==> config.mk <==
export PLATFORM = sky130hd
export DESIGN_NAME = key_event_arbiter
export DESIGN_NICKNAME = d
export VERILOG_FILES = /design/src/rtl/key_event_arbiter.sv
export SDC_FILE = /design/constraint.sdc
export NUM_CORES = 1
export LEC_CHECK = 0
export ABC_AREA = 0
export BUFFER_PORTS_ARGS = -buffer_cell sky130_fd_sc_hd__buf_2
export CAP_MARGIN = 20
export CELL_PAD_IN_SITES_DETAIL_PLACEMENT = 0
export CELL_PAD_IN_SITES_GLOBAL_PLACEMENT = 2
export CORE_ASPECT_RATIO = 1.75
export CORE_MARGIN = 4
export CORE_UTILIZATION = 41
export CTS_CLUSTER_DIAMETER = 80
export CTS_CLUSTER_SIZE = 10
export DETAILED_ROUTE_END_ITERATION = 8
export HOLD_SLACK_MARGIN = 0.06
export PLACE_DENSITY_LB_ADDON = 0.1
export SLEW_MARGIN = 40
export SYNTH_ARGS = -nofsm -noshare
export SYNTH_HDL_FRONTEND = slang
export SYNTH_SLANG_ARGS = --single-unit
==> constraint.sdc <==
create_clock -name clk -period 3.1 [get_ports clk]
set_input_delay 0.155 -clock clk [delete_from_list [all_inputs] [get_ports clk]]
set_output_delay 0.155 -clock clk [all_outputs]
set_load 0.01 [all_outputs]
==> src/rtl/key_event_arbiter.sv <==
`default_nettype none
// -----------------------------------------------------------------------------
// key_event_arbiter : per-key press/long/release strobes, round-robin arbitrated
//                     into an event FIFO with a sticky lost-event flag.  Rev 1.0
// -----------------------------------------------------------------------------
module key_event_arbiter #(
    parameter int N_KEYS      = 4,
    parameter int LONG_CYCLES = 50000000,
    parameter int FIFO_DEPTH  = 4
) (
    input  logic                          clk,
    input  logic                          rst_n,
    input  logic [N_KEYS-1:0]             key,
    output logic                          evt_valid,
    input  logic                          evt_ready,
    output logic [$clog2(N_KEYS)-1:0]     evt_key,
    output logic [1:0]                    evt_type,
    output logic [$clog2(FIFO_DEPTH):0]   fifo_count,
    output logic                          ovf,
    input  logic                          clr_ovf
);

    localparam int c_KW = $clog2(N_KEYS);
    localparam int c_SW = c_KW + 1;
    localparam int c_PW = $clog2(FIFO_DEPTH);
    localparam int c_CW = $clog2(LONG_CYCLES);

    localparam logic [c_CW-1:0] c_HOLD_MAX = c_CW'(LONG_CYCLES - 1);
    localparam logic [c_CW-1:0] c_HOLD_PRE = c_CW'(LONG_CYCLES - 2);
    localparam logic [c_PW:0]   c_FULL     = (c_PW + 1)'(FIFO_DEPTH);
    localparam logic [1:0]      c_EVT_PRESS = 2'b00;
    localparam logic [1:0]      c_EVT_LONG  = 2'b01;
    localparam logic [1:0]      c_EVT_REL   = 2'b10;

    logic [N_KEYS-1:0]   r_key_q;
    logic [N_KEYS-1:0]   r_pend_p, r_pend_l, r_pend_r;
    logic [c_KW-1:0]     r_last;
    logic                r_ovf;
    logic [c_KW+1:0]     r_mem [FIFO_DEPTH];
    logic [c_PW-1:0]     r_wr, r_rd;
    logic [c_PW:0]       r_count;

    logic [N_KEYS-1:0]   w_press, w_release, w_long;
    logic [N_KEYS-1:0]   w_any, w_rot, w_gnt_oh;
    logic [2*N_KEYS-1:0] w_any2;
    logic [N_KEYS-1:0]   w_clr_p, w_clr_l, w_clr_r;
    logic [c_KW-1:0]     w_start, w_gnt_key;
    logic [c_SW-1:0]     w_gnt_sum;
    logic [1:0]          w_gnt_type;
    logic                w_gnt_ok, w_gnt, w_pop, w_lost;

    assign w_press   = key & ~r_key_q;
    assign w_release = ~key & r_key_q;

    generate
        for (genvar gi = 0; gi < N_KEYS; gi++) begin : g_key
            logic [c_CW-1:0] r_hold;

            always_ff @(posedge clk or negedge rst_n) begin
                if (!rst_n) begin
                    r_hold <= '0;
                end else if (!r_key_q[gi]) begin
                    r_hold <= '0;
                end else if (r_hold != c_HOLD_MAX) begin
                    r_hold <= r_hold + 1'b1;
                end
            end

            // Strobe on the increment that lands on LONG_CYCLES-1, never again while saturated
            assign w_long[gi] = r_key_q[gi] && (r_hold == c_HOLD_PRE);
        end
    endgenerate

    // Round-robin search: rotate the request vector so bit 0 is the key after the last grant
    assign w_any   = r_pend_p | r_pend_l | r_pend_r;
    assign w_any2  = {w_any, w_any};
    assign w_start = (r_last == c_KW'(N_KEYS - 1)) ? '0 : r_last + 1'b1;
    assign w_rot   = w_any2[w_start +: N_KEYS];

    always_comb begin
        w_gnt_ok  = 1'b0;
        w_gnt_sum = '0;
        for (int j = 0; j < N_KEYS; j++) begin
            if (!w_gnt_ok && w_rot[j]) begin
                w_gnt_ok  = 1'b1;
                w_gnt_sum = {1'b0, w_start} + c_SW'(j);
            end
        end
        if (w_gnt_sum >= c_SW'(N_KEYS)) begin
            w_gnt_key = c_KW'(w_gnt_sum - c_SW'(N_KEYS));
        end else begin
            w_gnt_key = c_KW'(w_gnt_sum);
        end
        if (r_pend_p[w_gnt_key]) begin
            w_gnt_type = c_EVT_PRESS;
        end else if (r_pend_l[w_gnt_key]) begin
            w_gnt_type = c_EVT_LONG;
        end else begin
            w_gnt_type = c_EVT_REL;
        end
    end

    assign w_gnt    = w_gnt_ok && (r_count < c_FULL);
    assign w_pop    = evt_valid && evt_ready;
    assign w_gnt_oh = w_gnt ? (N_KEYS'(1) << w_gnt_key) : '0;
    assign w_clr_p  = w_gnt_oh & {N_KEYS{w_gnt_type == c_EVT_PRESS}};
    assign w_clr_l  = w_gnt_oh & {N_KEYS{w_gnt_type == c_EVT_LONG}};
    assign w_clr_r  = w_gnt_oh & {N_KEYS{w_gnt_type == c_EVT_REL}};

    // A strobe on a flag that is still pending and not leaving this cycle is dropped
    assign w_lost = |((w_press   & r_pend_p & ~w_clr_p) |
                      (w_long    & r_pend_l & ~w_clr_l) |
                      (w_release & r_pend_r & ~w_clr_r));

    always_ff @(posedge clk or negedge rst_n) begin
        if (!rst_n) begin
            r_key_q  <= '0;
            r_pend_p <= '0;
            r_pend_l <= '0;
            r_pend_r <= '0;
            r_last   <= c_KW'(N_KEYS - 1);
            r_ovf    <= 1'b0;
        end else begin
            r_key_q  <= key;
            r_pend_p <= w_press   | (r_pend_p & ~w_clr_p);
            r_pend_l <= w_long    | (r_pend_l & ~w_clr_l);
            r_pend_r <= w_release | (r_pend_r & ~w_clr_r);
            if (w_gnt) begin
                r_last <= w_gnt_key;
            end
            if (w_lost) begin
                r_ovf <= 1'b1;
            end else if (clr_ovf) begin
                r_ovf <= 1'b0;
            end
        end
    end

    always_ff @(posedge clk or negedge rst_n) begin
        if (!rst_n) begin
            r_wr    <= '0;
            r_rd    <= '0;
            r_count <= '0;
            for (int i = 0; i < FIFO_DEPTH; i++) begin
                r_mem[i] <= '0;
            end
        end else begin
            if (w_gnt) begin
                r_mem[r_wr] <= {w_gnt_key, w_gnt_type};
                r_wr        <= r_wr + 1'b1;
            end
            if (w_pop) begin
                r_rd <= r_rd + 1'b1;
            end
            case ({w_gnt, w_pop})
                2'b10:   r_count <= r_count + 1'b1;
                2'b01:   r_count <= r_count - 1'b1;
                default: r_count <= r_count;
            endcase
        end
    end

    assign evt_valid             = (r_count != '0);
    assign {evt_key, evt_type}   = r_mem[r_rd];
    assign fifo_count            = r_count;
    assign ovf                   = r_ovf;

endmodule
`default_nettype wire

# After elaboration in Yosys (flattened, before gate mapping)
# Cells that the tools add are included.
dict set report op_classes {
  addsub 13
  n_lt_le_gt_ge 6
  eq_ne 17
  shifts 2
  n_mux 34
  n_bitwise 28
  reduce_logical 18
}
# cell n
set ops {}
lappend ops {{two-way mux 26 bit} 8}
lappend ops {{adder 26 x 1 -> 26 bit (second input constant)} 4}
lappend ops {{equality test 26 bit (second input constant)} 4}
lappend ops {{inequality test 26 bit (second input constant)} 4}
lappend ops {{AND 4 bit} 14}
lappend ops {{bitwise OR 4 bit} 7}
lappend ops {{inverter 4 bit} 5}
lappend ops {{bitwise mux 16 bit} 1}
lappend ops {{two-way mux 4 bit} 4}
lappend ops {{logical AND 1 bit} 10}
lappend ops {{two-way mux 2 bit} 5}
lappend ops {{greater-or-equal comparator 3 bit (second input constant)} 3}
lappend ops {{two-way mux 3 bit} 3}
lappend ops {{binary-select mux 4 bit (select 2 bit)} 1}
lappend ops {{demux 4 bit (select 2 bit)} 1}
lappend ops {{two-way mux 1 bit} 8}
lappend ops {{inequality test 2 x 1 -> 1 bit (second input constant)} 4}
lappend ops {{indexed part select 8 x 3 -> 4 bit} 1}
lappend ops {{adder 2 x 1 -> 2 bit (second input constant)} 3}
lappend ops {{adder 2 x 2 -> 3 bit (second input constant)} 2}
lappend ops {{equality test 2 bit (second input constant)} 3}
lappend ops {{inverter 2 -> 3 bit} 2}
lappend ops {{case mux 3 bit (2 select lines)} 1}
lappend ops {{binary-select mux 1 bit (select 2 bit)} 2}
lappend ops {{other kinds (14)} 18}
dict set report word_totals {
  regBits 146
}

# Logic depth before layout (Yosys ltp)
dict set report logic_depth {
  ltp_word 27
  mapped_depth 10
  mapped_depth_nobuf 9
}

# Least setup slack after synthesis
# No wires, ideal clock.
dict set report synth_path {
  kind {reg-to-reg}
  startpoint {reg r_last[0]}
  endpoint {reg r_ovf (netlist: ovf)}
  setup_time_ps 136
  arrival_time_ps 2272
  t_required_ps 2964
  setup_slack_ps 692
  stages_incl_launch_ff 8
  n_path_buf 0
  period_less_slack_ps 2408
  path_cell_list {dfstp_2 -> ha_1 -> or4_1 -> o32a_2 -> a31oi_2 -> nand3b_1 -> a311oi_1 -> nand4_1}
}
dict set report synth_via {
  elab_chain_len 27
  word_cells_on_any_way 50
  classes_between {add/sub: 5; order compare: 1; eq/ne: 3; shift: 2; mux: 18; bitwise: 11; reduce/logical: 10}
}
# item line_no
set synth_rtl {}
lappend synth_rtl {{start, declared} 37} ;# logic [c_KW-1:0] r_last;
lappend synth_rtl {{start signal, assigned} 121} ;# r_last <= c_KW'(N_KEYS - 1);
lappend synth_rtl {{start signal, assigned} 129} ;# r_last <= w_gnt_key;
lappend synth_rtl {{adder 2 x 1 -> 2 bit / equality test 2 bit (equally long branches)} 77} ;# assign w_start = (r_last == c_KW'(N_KEYS - 1)) ? '0 : r_last + 1'b1;
lappend synth_rtl {{two-way mux 2 bit *} 77}
lappend synth_rtl {{indexed part select 8 x 3 -> 4 bit} 78} ;# assign w_rot = w_any2[w_start +: N_KEYS];
lappend synth_rtl {{two-way mux 1 bit} 84} ;# if (!w_gnt_ok && w_rot[j]) begin
lappend synth_rtl {{zero test 1 bit} 84}
lappend synth_rtl {{logical AND 1 bit} 84}
lappend synth_rtl {{two-way mux 1 bit} 84}
lappend synth_rtl {{zero test 1 bit} 84}
lappend synth_rtl {{[11 not listed]} n/a}
lappend synth_rtl {{equality test 2 x 1 -> 1 bit / zero test 2 bit (equally long branches)} {107, 106}}
lappend synth_rtl {{AND 4 bit (on tied branches)} {107, 106}}
lappend synth_rtl {{inverter 4 bit (on tied branches)} {112, 111}}
lappend synth_rtl {{AND 4 bit (on tied branches)} {112, 111}}
lappend synth_rtl {{bitwise OR 4 bit} 111} ;# assign w_lost = |((w_press & r_pend_p & ~w_clr_p) |
lappend synth_rtl {{bitwise OR 4 bit *} 112} ;# (w_long & r_pend_l & ~w_clr_l) |
lappend synth_rtl {{OR reduction 4 bit *} 111}
lappend synth_rtl {{two-way mux 1 bit / nonzero test 2 bit (equally long branches)} n/a}
lappend synth_rtl {{end signal, assigned} 122} ;# r_ovf <= 1'b0;
lappend synth_rtl {{end signal, assigned} 132} ;# r_ovf <= 1'b1;
lappend synth_rtl {{end signal, assigned} 134} ;# r_ovf <= 1'b0;
lappend synth_rtl {{end, declared} 38} ;# logic r_ovf;
# Every way passes the cells marked *; elsewhere a longest branch is shown, timed or not. The select of a mux whose other input is x is not followed.
# A chain may end at the register's enable or synchronous reset.

# Worst setup path after layout
# Ends and elaborated chain as after synthesis.

==> metrics list <==
* Outcome: finished clean
- CTS sink count: around 150
* Worst Path Arrival: a little under 3 ns
* Number of pins with negative max-slew slack in the final report: 0
- Counting the buffers created by CTS gives 17.
* Avg Inst Size Synth: 9.602 µm²
- Count of nets after finishing: approximately 860
- Of all cell types, the one taking the most synthesized area is sky130_fd_sc_hd__dfrtp_1.
- Ant. Diodes: 0
* Post-Route Setup TNS: 0 ns
* DR vias: roughly 6200
- After detailed routing, the average wire length per cell comes to roughly 17 µm.
- Setup Skew: between 0.008 and 0.009 ns
- The congestion estimate from routability-driven global placement came to about 0.87.
- Number of antenna violations at the first check in global routing: 0
- Final Routed Wirelength: 18140 µm
* Chip Height: 190.5 µm
- The clock tree synthesis step divided the H-tree into 4 levels.
* Die outline width: approximately 110 µm
- After clock tree synthesis, the clock-pin slew on the worst setup and hold paths is 0.06 ns.
- Headroom to the max-slew limit: 48.58%
- Via count of the first global-routing pass: about 6400
- Post-cts hold buffer count: 5
- The worst setup path is launched from a register.
* Ratio of cells with drive above 1 in the final layout: under 10%
* Final core utilization: 47.51%
* Placed wire-length estimate after detailed placement: around 13000 µm
* First-pass GRT wire length: roughly 32000 µm
- The initialized floorplan defines 66 standard-cell rows.
- The worst-case IR drop observed on VDD is 0.3382 mV.
- Most instantiated flip-flop cell in the synthesis netlist: sky130_fd_sc_hd__dfrtp_1
* Synthesis Warnings: 0
* Starting Density: 41.83%
- TritonCTS clock tree: done
- First DRT Iteration DRCs: between 300 and 400
- Share of synthesized registers carrying an async set or reset: 100.0%
* Critical path endpoint category: register
- CP max FO: 9
* IO Port Bufs: 16
* Growth of design area from synthesis to finish: 13.58%
* Sequential element share of the synthesized area: a little under half
* Post-route minimum period: 2.675 ns
- In this run the count of I/O pins placed on the die edge is 17.
- Ratio of total power to cell area: approximately 700 mW/mm²
- Global routing finished with a remaining overflow of 0.
* Worst setup path class: register to register
- The first detailed-routing pass took 5 iterations.
- Counting every instance in the synthesized netlist gives slightly above 800.
- Synthesized Nets: around 840
* Number of hold violations in the final report: 0
- No sink is reached through more buffers than the 2 on the longest clock path.
- The sequential cells in the finished layout cover a total of around 0.0037 mm².
* Stage delay of the slowest cell on the critical path: just under 0.6 ns
- The count of nets left with antenna violations once routing finished came out at 0.
- Timing would allow up to ~370 MHz.
* Clock tree root buffer cell: sky130_fd_sc_hd__clkbuf_16
- The number of different library cells used by synthesis comes to 70.
- The multi-input combinational cells in the finished layout cover a total of around 0.0039 mm².
- Slowest CP cell: sky130_fd_sc_hd__dfstp_2
* Area of the core: roughly 0.019 mm²
- Dividing the detail-routed via count by the number of cells gives between 5 and 6.
- Sequence of cells on the critical path: ha_1, or4_1, o32a_2, a31oi_2, nand3b_1, a311oi_1, nand4_1
- In this run the post-CTS setup repair buffer count came out at 0.
- Fin worst setup slack: 0.4250 ns
* Leakage: between 3 and 4 nW
- Final setup fails: 0
- Setup repair after global routing missed its margin: no
* Seq cells post-synth: 146
* Floorplan die area: 0.02140 mm²
- Global routing used between 10% and 20% of the available tracks.
- After clock tree synthesis, the repair step resized 0 gates.
* Number of flops mapped to enable cells by yosys: 0
* Number of remaining DRC errors: 0
- For the pin with the worst max-slew slack, the measured transition is ~0.76 ns.
* Area fraction of the dominant cell type after synthesis: between 40% and 50%
- Post-synthesis instance area: a little under 0.008 mm²
* Data required time at the worst endpoint: 3.40 ns
- The tightest min-delay check is of the input port to register type.
- Prior to clock tree synthesis, the placed netlist has a worst setup slack of 0.4364 ns.
* Post-route fraction of the period consumed by the critical path: between 80% and 90%
- Largest net degree at the start of global routing: 73
- By area the synthesized netlist is led by sky130_fd_sc_hd__dfrtp_1 46%, sky130_fd_sc_hd__xnor2_1 4.8%, sky130_fd_sc_hd__nor2_1 4.3%, sky130_fd_sc_hd__xor2_1 3.8%, sky130_fd_sc_hd__nand2_1 3.5%.
- The tool flagged a number of max-cap violations equal to 0.
- Counting the fill cells in the layout gives 1829.
- Clk_lat worst skew: ~0.43 ns
state kept, by name, summed over array words and instances, names as in the netlist, 2 cells and up:
name	cells
r_wr	2
r_pend_l	4
r_pend_r	4
fifo_count	3
g_key.r_hold	104
r_key_q	4
r_rd	2
r_pend_p	4
r_last	2
r_mem	16
path summary, 6_finish.rpt:
check,start,end,slack [ns],cells past startpoint
worst max-delay path,r_last[0],ovf,0.42,7
worst min-delay path,evt_ready,r_rd[0],0.12,3
worst max register to register,r_last[0],ovf,0.42,7
worst min register to register,r_mem[3],r_mem[3],0.47,2
max in group asynchronous,rst_n,r_last[0],2.00,3
min in group asynchronous,rst_n,g_key[3].r_hold[15],0.28,2
worst max-delay path, delay by kind of cell, from the launching register on:
kind	cells	cell delay (ns)
compound gates	3	0.98
fa+ha+maj	1	0.30
flops	1	0.58
simple gates	3	0.70
routing by layer:
layer | global-route usage, % | wire (µm)
met4 | 7.450 | 427
met3 | 3.080 | 374
met1 | 20.49 | 7516
met2 | 33.30 | 9819
met5 | 0 | 0
layout make-up:
type / count / share of cell area, %
Clock buffer: 21 / 5.193
Clock inverter: 10 / 2.046
Inverter: 36 / 1.524
Multi-Input combinational cell: 608 / 44.12
Sequential cell: 146 / 41.24
Tap cell: 238 / 3.359
Timing Repair Buffer: 31 / 2.526
cells in the mapped netlist (all sizes together) (3+ instances only):
master	count
or3	19
or2	3
o22ai	3
nor4b	11
or4b	3
mux4	4
nand4	29
and2	9
nor3b	3
mux2i	3
buf	6
a22o	4
nor2	90
ha	14
and3	20
inv	34
nand3b	5
o21ai	39
nand3	48
nor3	20
nand2	73
a31oi	10
dfrtp	144
a41oi	4
o31ai	16
a211oi	9
xnor2	43
xor2	34
and4	11
or4	10
clkbuf	17
nor4bb	5
a21oi	31
nor4	14
cells by family (layout without fill, tap and decap cells):
family / count (synthesis) / after routing / share of synthesized area [%]
buf+inv: 59 / 98 / 3.141
xor+xnor: 77 / 77 / 8.639
simple gates: 377 / 377 / 26.09
mux: 7 / 7 / 1.539
compound gates: 132 / 132 / 11.25
flops: 146 / 146 / 46.83
fa+ha+maj: 15 / 15 / 2.500
stage by stage:
| stage | cells | power (mW) | area, µm² | hold slack, ns |
|---|---|---|---|---|
| 6_report | 1090 | 6.230 | 8866 | 0.1212 |
| 5_1_grt | 1090 | 6.626 | 8866 | 0.1565 |
| 4_1_cts | 1090 | 6.321 | 8860 | 0.1177 |
| 3_5_place_dp | 1054 | 4.014 | 8168 | 0.1882 |
| 3_3_place_gp | 1054 | 3.962 | 8168 | 0.1773 |
| 2_1_floorplan | 813 | 3.556 | 7806 | -0.1406 |
where the power goes:
part / switching [mW] / internal, mW
Combinational: 0.964 / 0.618
Clock: 0.799 / 1.46
Sequential: 0.254 / 2.13
Total: 2.02 / 4.21
layout by cell type (no fill, tap or decap), types with 5 or more instances in the layout:
master / count
sky130_fd_sc_hd__and2_1: 8
sky130_fd_sc_hd__nand3b_1: 5
sky130_fd_sc_hd__and3_1: 20
sky130_fd_sc_hd__buf_2: 15
sky130_fd_sc_hd__bufinv_16: 5
sky130_fd_sc_hd__or4_1: 9
sky130_fd_sc_hd__nor4b_1: 10
sky130_fd_sc_hd__nor3_1: 17
sky130_fd_sc_hd__nor4bb_1: 5
sky130_fd_sc_hd__a21oi_1: 31
sky130_fd_sc_hd__o21ai_0: 37
sky130_fd_sc_hd__xnor2_1: 43
sky130_fd_sc_hd__inv_1: 34
sky130_fd_sc_hd__nand3_1: 47
sky130_fd_sc_hd__ha_1: 14
sky130_fd_sc_hd__xor2_1: 34
sky130_fd_sc_hd__nand2_1: 73
sky130_fd_sc_hd__clkbuf_16: 17
sky130_fd_sc_hd__nor4_1: 12
sky130_fd_sc_hd__nor2_1: 90
sky130_fd_sc_hd__and4_1: 11
sky130_fd_sc_hd__a211oi_1: 9
sky130_fd_sc_hd__dfrtp_1: 144
sky130_fd_sc_hd__a31oi_1: 9
sky130_fd_sc_hd__buf_4: 9
sky130_fd_sc_hd__o31ai_1: 16
sky130_fd_sc_hd__dlygate4sd3_1: 5
sky130_fd_sc_hd__nand4_1: 29
sky130_fd_sc_hd__or3_1: 18
No activity file was read; power rests on OpenSTA's default activity.
